### config.mk
export PLATFORM = sky130hd
export DESIGN_NAME = bcd2bin_seq
export DESIGN_NICKNAME = d
export VERILOG_FILES = /design/src/rtl/bcd2bin_pkg.sv /design/src/rtl/bcd_digit_adj.sv /design/src/rtl/bcd2bin_seq.sv
export SDC_FILE = /design/constraint.sdc
export NUM_CORES = 1
export LEC_CHECK = 0
export BUFFER_PORTS_ARGS = -buffer_cell sky130_fd_sc_hd__buf_2
export CAP_MARGIN = 20
export CORE_UTILIZATION = 55
export CTS_CLUSTER_DIAMETER = 30
export CTS_CLUSTER_SIZE = 28
export DETAILED_ROUTE_END_ITERATION = 12
export GPL_TIMING_DRIVEN = 0
export PLACE_DENSITY_LB_ADDON = 0.05
export RECOVER_POWER = 50
export SYNTH_ARGS = -nofsm -noshare
export SYNTH_HDL_FRONTEND = slang
export SYNTH_SLANG_ARGS = --single-unit
export TNS_END_PERCENT = 30
### constraint.sdc
create_clock -name clk -period 1.9 [get_ports clk]
set_input_delay 0.095 -clock clk [delete_from_list [all_inputs] [get_ports clk]]
set_output_delay 0.095 -clock clk [all_outputs]
set_load 0.03 [all_outputs]
### src/rtl/bcd2bin_pkg.sv
// Shared constants, state encoding and input-validity helper for the BCD-to-binary converter.
package bcd2bin_pkg;

  localparam int unsigned NDIG = 3;   // BCD digits per conversion
  localparam int unsigned BW   = 10;  // binary result width
  localparam int unsigned ITER = 10;  // shift/adjust iterations, one per result bit

  typedef enum logic [1:0] {
    StIdle,
    StShift,
    StDone
  } state_e;

  // True when any packed 4-bit digit holds a non-decimal value (> 9).
  function automatic logic digits_invalid(input logic [4*NDIG-1:0] code);
    logic bad;
    bad = 1'b0;
    for (int i = 0; i < NDIG; i++) begin
      if (code[4*i +: 4] > 4'd9) begin
        bad = 1'b1;
      end
    end
    return bad;
  endfunction

endpackage

### src/rtl/bcd_digit_adj.sv
// Per-digit correction for reverse double-dabble: a digit that reads >= 8 after the
// right shift received a carried-in 10 (shown as 8), so 3 is taken off to restore 5.
module bcd_digit_adj (
  input  logic [3:0] din,
  output logic [3:0] dout
);

  assign dout = (din >= 4'd8) ? (din - 4'd3) : din;

endmodule

### src/rtl/bcd2bin_seq.sv
// Sequential 3-digit BCD to binary converter. One shift/adjust iteration per cycle;
// non-decimal input digits short-circuit straight to DONE with err set.
module bcd2bin_seq #(
  parameter int unsigned NDIG = bcd2bin_pkg::NDIG,
  parameter int unsigned BW   = bcd2bin_pkg::BW
) (
  input  logic              clk,
  input  logic              reset_n,
  input  logic              start,
  input  logic [4*NDIG-1:0] bcd,
  output logic              busy,
  output logic              done,
  output logic [BW-1:0]     bin,
  output logic              err
);

  import bcd2bin_pkg::*;

  // Working register: BCD digits on top, binary result assembling in the low BW bits.
  localparam int unsigned WW = 4 * NDIG + BW;

  state_e        state_q, state_d;
  logic [WW-1:0] work_q, work_d;
  logic [WW-1:0] work_sh, work_adj;
  logic [3:0]    cnt_q, cnt_d;
  logic [BW-1:0] bin_q, bin_d;
  logic          err_q, err_d;
  logic          in_bad;

  assign in_bad  = digits_invalid(bcd);
  assign work_sh = work_q >> 1;

  // Binary part is only shifted; each BCD digit field gets its own correction.
  assign work_adj[BW-1:0] = work_sh[BW-1:0];

  for (genvar i = 0; i < NDIG; i++) begin : g_adj
    bcd_digit_adj u_adj (
      .din  (work_sh[BW+4*i +: 4]),
      .dout (work_adj[BW+4*i +: 4])
    );
  end

  // Next-state, working-register and result update logic.
  always_comb begin
    state_d = state_q;
    work_d  = work_q;
    cnt_d   = cnt_q;
    bin_d   = bin_q;
    err_d   = err_q;
    unique case (state_q)
      StIdle: begin
        if (start) begin
          work_d = {bcd, {BW{1'b0}}};
          cnt_d  = 4'd0;
          if (in_bad) begin
            state_d = StDone;
            bin_d   = '0;
            err_d   = 1'b1;
          end else begin
            state_d = StShift;
          end
        end
      end
      StShift: begin
        work_d = work_adj;
        if (cnt_q == 4'(ITER - 1)) begin
          state_d = StDone;
          cnt_d   = 4'd0;
          bin_d   = work_adj[BW-1:0];
          err_d   = 1'b0;
        end else begin
          cnt_d = cnt_q + 4'd1;
        end
      end
      StDone: begin
        state_d = StIdle;
      end
      default: begin
        state_d = StIdle;
      end
    endcase
  end

  // All state, with asynchronous clear; reset aborts any conversion in flight.
  always_ff @(posedge clk or negedge reset_n) begin
    if (!reset_n) begin
      state_q <= StIdle;
      work_q  <= '0;
      cnt_q   <= 4'd0;
      bin_q   <= '0;
      err_q   <= 1'b0;
    end else begin
      state_q <= state_d;
      work_q  <= work_d;
      cnt_q   <= cnt_d;
      bin_q   <= bin_d;
      err_q   <= err_d;
    end
  end

  assign busy = (state_q == StShift);
  assign done = (state_q == StDone);
  assign bin  = bin_q;
  assign err  = err_q;

endmodule

======== After elaboration in Yosys (flattened, before gate mapping) ========
Cells that the tools add are included.
storage, ports and cells
  bits in read-only memories .............. 0
  output and inout port bits .............. 13
  input port bits ......................... 15
  latch bits .............................. 0
  register bits after elaboration ......... 39
  memories ................................ 0
  RAM bits ................................ 0
cells by class
  reduce and logical (&&, ||, !) cells .... 5
  mux-type cells .......................... 23
  add/subtract/negate cells ............... 4
  eq/ne operators ......................... 6
  multipliers ............................. 0
  div/mod/pow operators ................... 0
  magnitude comparators ................... 6
  bitwise gates (word level) .............. 0
  shift-type cells ........................ 0
operators by type and width
  kind                                                                number
  case mux 22 bit (2 select lines)                                    1
  two-way mux 10 bit                                                  3
  two-way mux 22 bit                                                  1
  two-way mux 4 bit                                                   5
  case mux 10 bit (2 select lines)                                    1
  greater-than comparator 4 bit (second input constant)               3
  greater-or-equal comparator 4 bit (second input constant)           2
  case mux 4 bit (2 select lines)                                     1
  subtractor 4 x 2 -> 4 bit (second input constant)                   2
  two-way mux 1 bit                                                   6
  two-way mux 2 bit                                                   3
  adder 4 x 1 -> 4 bit (second input constant)                        1
  equality test 4 bit (second input constant)                         1
  greater-or-equal comparator 3 x 4 -> 1 bit (second input constant)  1
  != test 2 bit (second input constant)                               2
  case mux 2 bit (2 select lines)                                     1
  AND reduction 2 bit                                                 2
  AND reduction 4 bit                                                 1
  subtractor 3 x 2 -> 4 bit (second input constant)                   1
  equality test 2 x 1 -> 1 bit (second input constant)                1
  equality test 2 bit (second input constant)                         1
  logical NOT 2 bit                                                   1
  != test 2 x 1 -> 1 bit (second input constant)                      1
  case mux 1 bit (2 select lines)                                     1
  nonzero test 2 bit                                                  1

======== Logic depth before layout (Yosys ltp) ========
  word-level depth ........................ 7
  mapped depth ............................ 7
  depth with buffers taken out ............ 6

======== Cells and area by module ========
From an unflattened synthesis, not the netlist that was laid out.
unflattened totals
  cells, all modules ...................... 178
  area, all modules ....................... 1914.3 um2
by module, submodules not included
  module         instances  cells an instance  area each (um2)
  bcd2bin_seq    1          145                1685.4
  bcd_digit_adj  3          11                 76.3

======== Worst setup path before layout ========
No wires, ideal clock.
  kind .................................... flip-flop to flip-flop
  start point ............................. register cnt_q[1]
  end point ............................... register bin_q[2], in the netlist bin[2]
  slack ................................... 0.513 ns
  data arrival time ....................... 1.266 ns
  stages on the path, launching flop included .. 8
  path through ............................ dfrtp_1 > inv_1 > ha_1 > nand3b_1 > o22ai_2 > o31ai_2 > buf_6 > a22o_1
between the ends
  word-level cells in the longest chain between the ends .. 3
ends and longest elaborated chain
  item                                     line               RTL
  start, declared                          bcd2bin_seq.sv:25  logic [3:0] cnt_q, cnt_d;
  start signal, assigned                   bcd2bin_seq.sv:95  cnt_q <= cnt_d;
  equality test 4 bit                      bcd2bin_seq.sv:66  if (cnt_q == 4'(ITER - 1)) begin
  != test 2 x 1 -> 1 bit (no source line)  -
  AND reduction 4 bit (no source line)     -
  end signal, assigned                     bcd2bin_seq.sv:96  bin_q <= bin_d;
  end, declared                            bcd2bin_seq.sv:26  logic [BW-1:0] bin_q, bin_d;
Every way passes these cells.
A chain may end at the register's enable or synchronous reset.

======== Final worst setup path ========
  start point ............................. register state_q[1]
  end point ............................... output busy
between the ends
  word-level cells in the longest chain between the ends .. 1
ends and longest elaborated chain
  item                          line                RTL
  start, declared               bcd2bin_seq.sv:22   state_e state_q, state_d;
  start signal, assigned        bcd2bin_seq.sv:87   state_q <= StIdle;
  start signal, assigned        bcd2bin_seq.sv:93   state_q <= state_d;
  equality test 2 x 1 -> 1 bit  bcd2bin_seq.sv:101  assign busy = (state_q == StShift);
  end, declared                 bcd2bin_seq.sv:11   output logic busy,
Every way passes these cells.

==> impl_metrics.yaml <==
status:
  run_status: "finished, final reports clean"
worst_setup_path:
  timing_worst_setup_path_type: "flip-flop to output port"
  r2r-start: "cnt_q[1]"
  regToRegEndpoint: "bin[7]"
  cp_data_required_time_ns: 1.80
  depth_of_the_most_critical_reg_to_reg_path: 7
  crit_path_end_kind: "output port"
  setup.worst_path.start: "state_q[1]"
  worst_setup_path_endpoint: "busy"
  critical_path.max_fanout: 10
  timing.critical_path.from_type: "flip-flop"
  worst_ep_arrival_time_ns: 1.68
  setup.reg_to_reg.worst_slack_ns: 0.32
power_and_ir_drop:
  power_switching_share_pct: 37.2
  irDropWorstVdd_v: 0.000790
  static-leakage-power_nw: 1.01
  pwr-share-clk_pct: 20.5
  power_per_cell_area_nw_per_um2: 1320
  p_comb_share_pct: 35.5
  sequential_power_share_pct: 44.0
  p_switching_w: 0.00101
  intPower_w: 0.00170
sta:
  worstMarginPinSlew_ns: 0.931
  hold_viol_final: 0
  min_period_over_period_pct: 93.2
  worst_slew_margin_rel_pct: 37.9
  clock-skew-final_ns: 0.00826
  setup_slack_ns: 0.129
  setup_tns_ns: 0
  finalSetupViolations: 0
  layout_min_cycle_time_ns: 1.77
  unrepaired_setup_endpoints_after_global_routing: "no"
  timing.final.max_slew_violations: 0
  maxClockFrequency_mhz: 565
detailed_routing:
  drtAntennaViolNets: 0
  router_iterations_before_antenna_repair: 5
  drc_violations_left: 0
  dr_total_vias: 1306
  totalWireLength_um: 3430
  drt_first_iter_violations: 85
  via_density_per_instance: 5.42
  post_drt_wl_per_cell_um: 14.2
final_layout:
  design.final.nets: 217
  area_used_by_multi_input_combinational_logic_um2: 722
  num_antenna_cells: 0
  finalCoreUtilization_pct: 67.2
  fraction_of_final_layout_cells_with_drive_strength_greater_than_1_pct: 18.8
  area_delta_synth_final_pct: 15.1
  fillCellCount: 272
  regArea_um2: 951
global_route:
  groute.usage.overall_pct: 22.0
  first_pass_grt_wire_length_um: 5600
  grt_pass1_vias: 1185
  pin_count_of_the_biggest_net_entering_global_routing: 39
  antenna_found_initial: 0
  globalRouteOverflowTotal: 0
yosys:
  multiplexer_area_fraction_after_synthesis_pct: 3.93
  post_synth_num_cell_types: 29
  synth_simple_gate_area_share_pct: 8.00
  synth_area_per_cell_um2: 11.1
  area_share_of_fa_ha_maj_cells_after_synthesis_pct: 4.21
  yosys_register_bits: 38
  yosys_warnings: 0
  synth_compound_gate_area_share_pct: 21.4
  synthXorXnorAreaFrac_pct: 2.95
  synth_top_family_by_area: "compound AO/OA/AOI/OAI gates"
  synth.yosys.seq_area_share_pct: 53.3
  synth_nets: 182
  synth_cells: 161
  post_synth_instance_area_um2: 1780
floorplan:
  core_area_um2: 3050
  dieHeight_um: 58.9
  io_pins: 28
  die-area_um2: 3470
  dieWidth_um: 58.9
  initial_util_pct: 58.4
  row_count: 20
hold_path:
  min_path_cells: 3
  min_path_type: "primary input to flip-flop"
cts:
  cts.reportedPaths.clkPinSlew_ns: 0.11
  max-clock-path-buffers: 2
  clock_sink_count: 38
  cts_tree: "yes"
  h-tree-depth: 2
  postCtsResizedCells: 0
  cts.root.buffer_cell: "sky130_fd_sc_hd__clkbuf_4"
  clkLatencyLatePin_ns: 0.34
  tritoncts.num_buffers: 5
placed_design:
  preCtsSetupSlack_ns: 0.333
  gp_congestion: 0.848
  detailed_place_hpwl_um: 2400
  io_buffer_count: 27
run:
  maxCapViolations: 0
==> worst min-delay path by stage <==
stage / start / endpoint / slack [ns]
floorplan: reset_n / bin[0] / -0.20
global placement: reset_n / cnt_q[0] / 0.23
detailed placement: reset_n / cnt_q[0] / 0.24
CTS: bcd[9] / work_q[19] / 0.06
global route: bcd[9] / work_q[19] / 0.08
finish: bcd[9] / work_q[19] / 0.07
==> worst max-delay path: stages (launching register included) <==
cell and delay, ns:
sky130_fd_sc_hd__dfrtp_1 0.41, sky130_fd_sc_hd__nand2b_1 0.16, sky130_fd_sc_hd__buf_6 0.14, sky130_fd_sc_hd__inv_1 0.15, sky130_fd_sc_hd__buf_2 0.25, sky130_fd_sc_hd__buf_2 0.23
==> cell usage after synthesis, drive strengths merged <==
cell type	n	area, µm²
a21oi	3	15.0
a22o	19	169
a22oi	4	30.0
a2bb2oi	1	8.76
and2b	1	8.76
buf	8	61.3
clkbuf	1	3.75
dfrtp	38	951
ha	6	75.1
inv	12	45.0
mux2i	7	70.1
nand2	16	60.1
nand2b	4	25.0
nand3	1	5.00
nand3b	1	7.51
nor2	8	30.0
o21a	1	7.51
o21ai	15	75.1
o21bai	1	7.51
o22a	4	35.0
o22ai	1	12.5
o31ai	1	12.5
o41ai	1	8.76
or2	1	6.26
xnor2	3	26.3
xor2	3	26.3
==> sequential cells by signal, summed over array words and instances (netlist names) <==
signal	cells
bin	10
state_q	2
cnt_q	4
err	1
work_q	21
==> stage by stage <==
stage | instances | total power, W | hold slack (ns) | area, µm²
4_1_cts | 241 | 0.00272 | 0.0574 | 2070
5_1_grt | 241 | 0.00289 | 0.0768 | 2050
3_3_place_gp | 232 | 0.00212 | 0.232 | 1970
3_5_place_dp | 232 | 0.00216 | 0.241 | 1970
2_1_floorplan | 161 | 0.00191 | -0.201 | 1780
6_report | 241 | 0.00270 | 0.0658 | 2050
==> power by group through the flow <==
stage                     Clock (W)  Sequential [W]  Combinational [W]
after floorplan                   0         0.00116           0.000748
after global placement            0         0.00119           0.000923
after detailed placement          0         0.00120           0.000960
after CTS                  0.000568         0.00119           0.000968
after global routing       0.000589         0.00122            0.00108
final                      0.000555         0.00119           0.000960
==> routing by layer <==
metal  vias to the layer above  wire length [µm]  global-route usage, %
li1                        631                 -                      -
met1                       638              1730                   31.9
met2                        32              1550                   33.6
met3                         5               111                   3.96
met4                         0                40                   7.14
met5                         -                 0                      0
==> layout by cell type (no fill, tap or decap) <==
| cell | synthesis | final |
|---|---|---|
| sky130_fd_sc_hd__o22a_1 | 4 | 4 |
| sky130_fd_sc_hd__nand2_1 | 16 | 16 |
| sky130_fd_sc_hd__buf_4 | 1 | 1 |
| sky130_fd_sc_hd__or2_0 | 1 | 1 |
| sky130_fd_sc_hd__a2bb2oi_1 | 1 | 1 |
| sky130_fd_sc_hd__xor2_1 | 3 | 3 |
| sky130_fd_sc_hd__xnor2_1 | 3 | 3 |
| sky130_fd_sc_hd__a22oi_1 | 4 | 4 |
| sky130_fd_sc_hd__ha_1 | 6 | 6 |
| sky130_fd_sc_hd__o21bai_1 | 1 | 1 |
| sky130_fd_sc_hd__clkinvlp_4 | 0 | 2 |
| sky130_fd_sc_hd__a21oi_1 | 3 | 3 |
| sky130_fd_sc_hd__dlygate4sd3_1 | 0 | 1 |
| sky130_fd_sc_hd__nor2_1 | 8 | 8 |
| sky130_fd_sc_hd__nand3_1 | 1 | 1 |
| sky130_fd_sc_hd__clkbuf_4 | 0 | 5 |
| sky130_fd_sc_hd__o21ai_0 | 15 | 15 |
| sky130_fd_sc_hd__o22ai_2 | 1 | 1 |
| sky130_fd_sc_hd__bufinv_16 | 0 | 1 |
| sky130_fd_sc_hd__and2b_2 | 1 | 1 |
| sky130_fd_sc_hd__nand2b_1 | 4 | 4 |
| sky130_fd_sc_hd__buf_6 | 3 | 3 |
| sky130_fd_sc_hd__o21a_1 | 1 | 1 |
| sky130_fd_sc_hd__mux2i_1 | 7 | 7 |
| sky130_fd_sc_hd__buf_2 | 4 | 19 |
| sky130_fd_sc_hd__inv_1 | 12 | 12 |
| sky130_fd_sc_hd__a22o_1 | 17 | 17 |
| sky130_fd_sc_hd__clkbuf_1 | 1 | 12 |
| sky130_fd_sc_hd__o31ai_2 | 1 | 1 |
| sky130_fd_sc_hd__clkbuf_2 | 0 | 1 |
| sky130_fd_sc_hd__a22o_2 | 2 | 2 |
| sky130_fd_sc_hd__nand3b_1 | 1 | 1 |
| sky130_fd_sc_hd__o41ai_1 | 1 | 1 |
| sky130_fd_sc_hd__dfrtp_1 | 38 | 38 |
==> final cells by class <==
type | count | share of cell area [%]
Sequential cell | 38 | 46.3
Clock inverter | 3 | 2.20
Buffer | 9 | 3.17
Inverter | 12 | 2.20
Multi-Input combinational cell | 102 | 35.2
Clock buffer | 5 | 1.83
Timing Repair Buffer | 28 | 6.40
Tap cell | 44 | 2.68
==> cell families (layout without fill, tap and decap cells) <==
kind of cell	Yosys count	after routing
compound gates	51	51
xor+xnor	6	6
fa+ha+maj	6	6
buf+inv	21	57
flops	38	38
mux	7	7
simple gates	32	32
==> timing repair <==
action                                 in CTS  in global routing
buffers inserted                            0                  0
endpoints found under the hold margin      38                  0
hold buffers                                1                  0
Note: power is estimated with default switching activity, not from simulation.
